==> config.mk <==
export PLATFORM = sky130hd
export DESIGN_NAME = input_debouncer
export DESIGN_NICKNAME = d
export VERILOG_FILES = /design/src/rtl/superio_pkg.sv /design/src/rtl/debounce_chan.sv /design/src/rtl/input_debouncer.sv
export SDC_FILE = /design/constraint.sdc
export NUM_CORES = 1
export LEC_CHECK = 0
export ABC_AREA = 1
export CAP_MARGIN = 25
export CORE_MARGIN = 2
export CORE_UTILIZATION = 45
export DETAILED_ROUTE_END_ITERATION = 16
export GPL_ROUTABILITY_DRIVEN = 0
export MAX_ROUTING_LAYER = met4
export PLACE_DENSITY = 0.66
export SYNTH_ARGS = -nofsm -noshare
export SYNTH_HDL_FRONTEND = slang
export SYNTH_HIERARCHICAL = 1
export SYNTH_SLANG_ARGS = --single-unit
==> constraint.sdc <==
create_clock -name clk -period 4.39 [get_ports clk]
set_clock_uncertainty 0.1 [all_clocks]
set_input_delay 0.878 -clock clk [delete_from_list [all_inputs] [get_ports clk]]
set_output_delay 0.878 -clock clk [all_outputs]
set_load 0.1 [all_outputs]
==> src/rtl/superio_pkg.sv <==
// rtl/superio_pkg.sv - shared superio constants for switch/key conditioning
package superio_pkg;

    localparam int          DEBOUNCE_TICK_DIV = 50000;
    localparam int          DEBOUNCE_STABLE   = 8;
    localparam logic [7:0]  SW_KEY_RST_VAL    = 8'h0F;
    localparam int          SW_LSB            = 4;
    localparam int          KEY_LSB           = 0;

endpackage

==> src/rtl/debounce_chan.sv <==
// rtl/debounce_chan.sv - one-bit synchroniser plus tick-based stability counter
module debounce_chan #(
    parameter int   STABLE_TICKS = 8,
    parameter logic RST_BIT      = 1'b0
) (
    input  logic clk,
    input  logic rst,
    input  logic raw,
    input  logic tick,
    output logic db,
    output logic rise,
    output logic fall,
    output logic upd
);

    localparam int CW = $clog2(STABLE_TICKS + 1);

    logic          r_s1;
    logic          r_s2;
    logic          r_db;
    logic          r_rise;
    logic          r_fall;
    logic [CW-1:0] r_cnt;
    logic          w_diff;
    logic          w_done;

    assign w_diff = (r_s2 != r_db);
    assign w_done = w_diff && tick && (r_cnt == CW'(STABLE_TICKS - 1));

    always_ff @(posedge clk) begin
        if (rst) begin
            r_s1   <= RST_BIT;
            r_s2   <= RST_BIT;
            r_db   <= RST_BIT;
            r_rise <= 1'b0;
            r_fall <= 1'b0;
            r_cnt  <= '0;
        end else begin
            r_s1   <= raw;
            r_s2   <= r_s1;
            r_rise <= w_done && r_s2;
            r_fall <= w_done && !r_s2;
            // Any agreement with the current level restarts the count, tick or not.
            if (!w_diff) begin
                r_cnt <= '0;
            end else if (w_done) begin
                r_db  <= r_s2;
                r_cnt <= '0;
            end else if (tick) begin
                r_cnt <= r_cnt + 1'b1;
            end
        end
    end

    assign db   = r_db;
    assign rise = r_rise;
    assign fall = r_fall;
    assign upd  = w_done;

endmodule

==> src/rtl/input_debouncer.sv <==
// rtl/input_debouncer.sv - debounced switch/key levels with edge pulses, sticky events and IRQ
module input_debouncer
    import superio_pkg::*;
#(
    parameter int               WIDTH        = 8,
    parameter int               TICK_DIV     = DEBOUNCE_TICK_DIV,
    parameter int               STABLE_TICKS = DEBOUNCE_STABLE,
    parameter logic [WIDTH-1:0] RST_VAL      = WIDTH'(SW_KEY_RST_VAL)
) (
    input  logic             clk,
    input  logic             rst,
    input  logic [WIDTH-1:0] raw_in,
    output logic [WIDTH-1:0] db_out,
    output logic [WIDTH-1:0] rise,
    output logic [WIDTH-1:0] fall,
    output logic [WIDTH-1:0] evt_pend,
    input  logic [WIDTH-1:0] evt_clr,
    output logic             evt_irq
);

    localparam int PW = (TICK_DIV > 1) ? $clog2(TICK_DIV) : 1;

    logic [PW-1:0]    r_presc;
    logic             w_tick;
    logic [WIDTH-1:0] w_upd;
    logic [WIDTH-1:0] r_pend;

    assign w_tick = (r_presc == PW'(TICK_DIV - 1));

    always_ff @(posedge clk) begin
        if (rst) begin
            r_presc <= '0;
        end else if (w_tick) begin
            r_presc <= '0;
        end else begin
            r_presc <= r_presc + 1'b1;
        end
    end

    for (genvar g = 0; g < WIDTH; g++) begin : g_chan
        debounce_chan #(
            .STABLE_TICKS (STABLE_TICKS),
            .RST_BIT      (RST_VAL[g])
        ) u_chan (
            .clk  (clk),
            .rst  (rst),
            .raw  (raw_in[g]),
            .tick (w_tick),
            .db   (db_out[g]),
            .rise (rise[g]),
            .fall (fall[g]),
            .upd  (w_upd[g])
        );
    end

    // Set from the update strobe so the flag lands with the new level; set beats clear.
    always_ff @(posedge clk) begin
        if (rst) begin
            r_pend <= '0;
        end else begin
            r_pend <= (r_pend & ~evt_clr) | w_upd;
        end
    end

    assign evt_pend = r_pend;
    assign evt_irq  = |r_pend;

endmodule

==> impl_metrics.xml <==
<?xml version="1.0" encoding="UTF-8"?>
<metrics>
  <group name="global_route">
    <metric name="global_route.usage.total" unit="%">17.6</metric>
    <metric name="grt_pass1_wl" unit="µm">14300</metric>
    <metric name="first_global_vias" unit="">3233</metric>
    <metric name="grt_start_max_net_pins" unit="">37</metric>
    <metric name="grt_remaining_overflow" unit="">0</metric>
    <metric name="grt_antenna_before_repair" unit="">0</metric>
  </group>
  <group name="route">
    <metric name="drc_errors" unit="">0</metric>
    <metric name="drt-wirelength-per-cell" unit="µm">10.9</metric>
    <metric name="drt_first_iter_violations" unit="">106</metric>
    <metric name="ant_nets" unit="">0</metric>
    <metric name="via_count" unit="">3476</metric>
    <metric name="totalWireLength" unit="µm">8240</metric>
    <metric name="drt_pre_antenna_iters" unit="">4</metric>
    <metric name="detail_route.vias_per_cell" unit="">4.59</metric>
  </group>
  <group name="setup_path">
    <metric name="crit_path_cells" unit="">nor4_1, nand2_1, clkdlybuf4s50_1</metric>
    <metric name="critical_path_arrival" unit="ns">2.06</metric>
    <metric name="timing.reg2reg.worst_path_depth" unit="">10</metric>
    <metric name="timing.critical_path.to_type" unit="">output port</metric>
    <metric name="crit_path_start" unit="">evt_pend[2]</metric>
    <metric name="highest_net_fanout_along_the_worst_path" unit="">3</metric>
    <metric name="path_depth" unit="">3</metric>
    <metric name="critical-path-max-stage-delay" unit="ns">0.99</metric>
    <metric name="timing.critical_path.to" unit="">evt_irq</metric>
    <metric name="setup.reg_to_reg.worst_slack" unit="ns">1.74</metric>
    <metric name="timing.rr.end" unit="">evt_pend[5]</metric>
    <metric name="startpoint_type" unit="">flop</metric>
    <metric name="critical_path.n_buffers_inverters" unit="">1</metric>
    <metric name="worstSetupPathType" unit="">reg -&gt; out</metric>
    <metric name="timing.critical_path.slowest_stage_cell" unit="">clkdlybuf4s50_1</metric>
    <metric name="r2r_start" unit="">r_presc[0]</metric>
    <metric name="path_delay_family" unit="">buffers and inverters</metric>
    <metric name="worst-endpoint-required" unit="ns">3.41</metric>
  </group>
  <group name="cts">
    <metric name="ctsHoldBuffers" unit="">0</metric>
    <metric name="cts_sinks" unit="">96</metric>
    <metric name="clock_insertion_delay_worst_skew" unit="ns">0.36</metric>
    <metric name="clock-root-buffer" unit="">clkbuf_8</metric>
    <metric name="cts.htree.levels" unit="">3</metric>
    <metric name="cts_buffer_depth" unit="">2</metric>
    <metric name="cts_setup_buffers" unit="">0</metric>
    <metric name="cts_tree" unit="">yes</metric>
    <metric name="post_cts.resized_instances" unit="">0</metric>
    <metric name="clock_buffers_created_by_tritoncts" unit="">9</metric>
    <metric name="cts.reportedPaths.clkPinSlew" unit="ns">0.10</metric>
  </group>
  <group name="synth">
    <metric name="synth_edf_count" unit="">0</metric>
    <metric name="synth-seq-area-share" unit="%">43.8</metric>
    <metric name="postSynthCellCount" unit="">559</metric>
    <metric name="synthMostInstantiatedCell" unit="">nand2_1</metric>
    <metric name="syn_avg_cell_area" unit="µm²">7.84</metric>
    <metric name="synth.top_cells.by_area" unit="">dfxtp_1 (44%), nand2_1 (9.7%), nor2_1 (8.6%), inv_1 (5.7%), nor3_2 (3.7%)</metric>
    <metric name="post-synth-top-area-cell" unit="">dfxtp_1</metric>
    <metric name="synth_warnings" unit="">6</metric>
    <metric name="area_share_of_the_largest_cell_type_after_synthesis" unit="%">43.8</metric>
    <metric name="netlist-cell-type-count" unit="">29</metric>
    <metric name="synth-seq-cells" unit="">96</metric>
    <metric name="post_synth_most_frequent_cells" unit="">nand2_1 (113), nor2_1 (101), dfxtp_1 (96)</metric>
    <metric name="most_common_flop_cell_mapped_by_yosys" unit="">dfxtp_1</metric>
    <metric name="synth_nets" unit="">586</metric>
    <metric name="syn-cell-area" unit="mm²">0.00438</metric>
    <metric name="ys_async_sr_fraction" unit="%">0</metric>
  </group>
  <group name="sta">
    <metric name="final.setup.tns" unit="ns">0</metric>
    <metric name="finalWorstPathRequiredPeriod" unit="ns">3.04</metric>
    <metric name="setup_viol" unit="">0</metric>
    <metric name="unrepaired_setup_endpoints_after_global_routing" unit="">no</metric>
    <metric name="setup_ws" unit="ns">1.35</metric>
    <metric name="maxClockFrequency" unit="MHz">329</metric>
    <metric name="timing.final.hold_violations" unit="">0</metric>
    <metric name="max-slew-margin-rel" unit="%">29.1</metric>
    <metric name="min_period_over_period" unit="%">69.2</metric>
    <metric name="slew_violations" unit="">0</metric>
    <metric name="worst_slew_pin_slew" unit="ns">1.06</metric>
  </group>
  <group name="power">
    <metric name="power.density" unit="mW/mm²">282</metric>
    <metric name="p_leak" unit="nW">2.04</metric>
    <metric name="power.ir.vdd_worst" unit="mV">0.184</metric>
    <metric name="total_power" unit="mW">1.48</metric>
  </group>
  <group name="place">
    <metric name="placedCellCount" unit="">742</metric>
    <metric name="place_worst_setup_slack" unit="ns">1.73</metric>
    <metric name="place.detailed.hpwl" unit="µm">6160</metric>
    <metric name="port_buffers" unit="">50</metric>
  </group>
  <group name="finish">
    <metric name="filler_cell_count" unit="">901</metric>
    <metric name="final_cell_count_no_fill" unit="">758</metric>
    <metric name="final_net_count" unit="">647</metric>
    <metric name="insertedDiodeCount" unit="">0</metric>
    <metric name="area_growth" unit="%">19.5</metric>
    <metric name="final_layout_size_suffix_gt1_share" unit="%">18.9</metric>
  </group>
  <group name="floorplanning">
    <metric name="core.rowCount" unit="">36</metric>
    <metric name="core" unit="mm²">0.00959</metric>
    <metric name="die_area" unit="mm²">0.0105</metric>
    <metric name="i_o_pin_cnt" unit="">51</metric>
    <metric name="starting_density_of_the_core" unit="%">45.7</metric>
    <metric name="die_height" unit="µm">103</metric>
    <metric name="die_x" unit="µm">103</metric>
  </group>
  <group name="run_status">
    <metric name="status" unit="">finished clean</metric>
  </group>
  <group name="worst_hold_path">
    <metric name="worst_hold_path_type" unit="">reg -&gt; reg</metric>
  </group>
  <group name="run">
    <metric name="max_cap_viol_count" unit="">0</metric>
  </group>
</metrics>
cells by family (layout without fill, tap and decap cells):
family          count (synthesis)  after routing  share of synthesized area (%)
xor+xnor                       12             12                           2.40
fa+ha+maj                       9              9                           2.57
simple gates                  314            314                           37.4
compound gates                 46             46                           6.39
flops                          96             96                           43.8
buf+inv                        82            148                           7.42
cell type report:
class	instances	area (µm²)	share of cell area [%]
clock buffers	12	155	2.96
clock inverters	4	28.8	0.549
well taps	133	166	3.18
multi-input cells	381	2140	40.9
repair buffers	52	510	9.75
flip-flops and latches	96	1920	36.7
inverters	80	310	5.92
routing by layer:
layer | GRT usage, % | vias to the layer above | routed length, µm
met2 | 28.2 | 55 | 3880
met4 | 5.54 | 0 | 111
met1 | 22.3 | 1558 | 3970
met3 | 3.80 | 11 | 280
li1 | - | 1852 | -
met5 | - | - | 0
tightest hold or removal path, cell delays in order (launching register included):
cell     delay, ns
dfxtp_1       0.31
inv_1         0.04
nor2_1        0.03
how the worst min path moves through the flow:
stage | start | end | slack [ns] | cells after the start
after detailed placement | g_chan[6].u_chan/r_s1 | g_chan[6].u_chan/r_s2 | 0.30 | 2
final | g_chan[6].u_chan/r_s1 | g_chan[6].u_chan/r_s2 | 0.31 | 2
after global placement | g_chan[6].u_chan/r_s1 | g_chan[6].u_chan/r_s2 | 0.29 | 2
after floorplan | g_chan[4].u_chan/r_s1 | g_chan[4].u_chan/r_s2 | 0.29 | 2
after global routing | g_chan[6].u_chan/r_s1 | g_chan[6].u_chan/r_s2 | 0.32 | 2
after CTS | g_chan[6].u_chan/r_s1 | g_chan[6].u_chan/r_s2 | 0.31 | 2
state kept, by name (all words and copies together), names as in the netlist:
name and cells:
evt_pend 8, g_chan.u_chan/db 8, g_chan.u_chan/fall 8, g_chan.u_chan/r_cnt 32
g_chan.u_chan/r_s1 8, g_chan.u_chan/r_s2 8, g_chan.u_chan/rise 8, r_presc 16
stage by stage:
stage | hold slack (ns) | util (%) | cell area, µm²
floorplan | 0.288 | - | 4380
global placement | 0.292 | 52.7 | 5050
detailed placement | 0.297 | 52.7 | 5050
CTS | 0.311 | 54.6 | 5240
global route | 0.325 | 54.6 | 5240
finish | 0.308 | 54.6 | 5240
cell usage in the layout (no fill, tap or decap), drive strengths merged:
cell type	n
dfxtp	96
clkdlybuf4s50	49
nand3	26
nand2	136
buf	3
nor4	2
nand4	5
clkbuf	12
xnor2	9
xor2	3
o21ai	3
nor3	18
inv	72
a21oi	35
o21bai	8
nor2	116
or2	11
ha	9
clkinvlp	2
clkinv	10
power breakdown:
part           internal [mW]  leakage (nW)  switching [mW]
Clock                  0.238        0.0886           0.302
Sequential             0.879         0.777         0.00544
Combinational         0.0245          1.17          0.0306
Note: power is estimated with default switching activity, not from simulation.
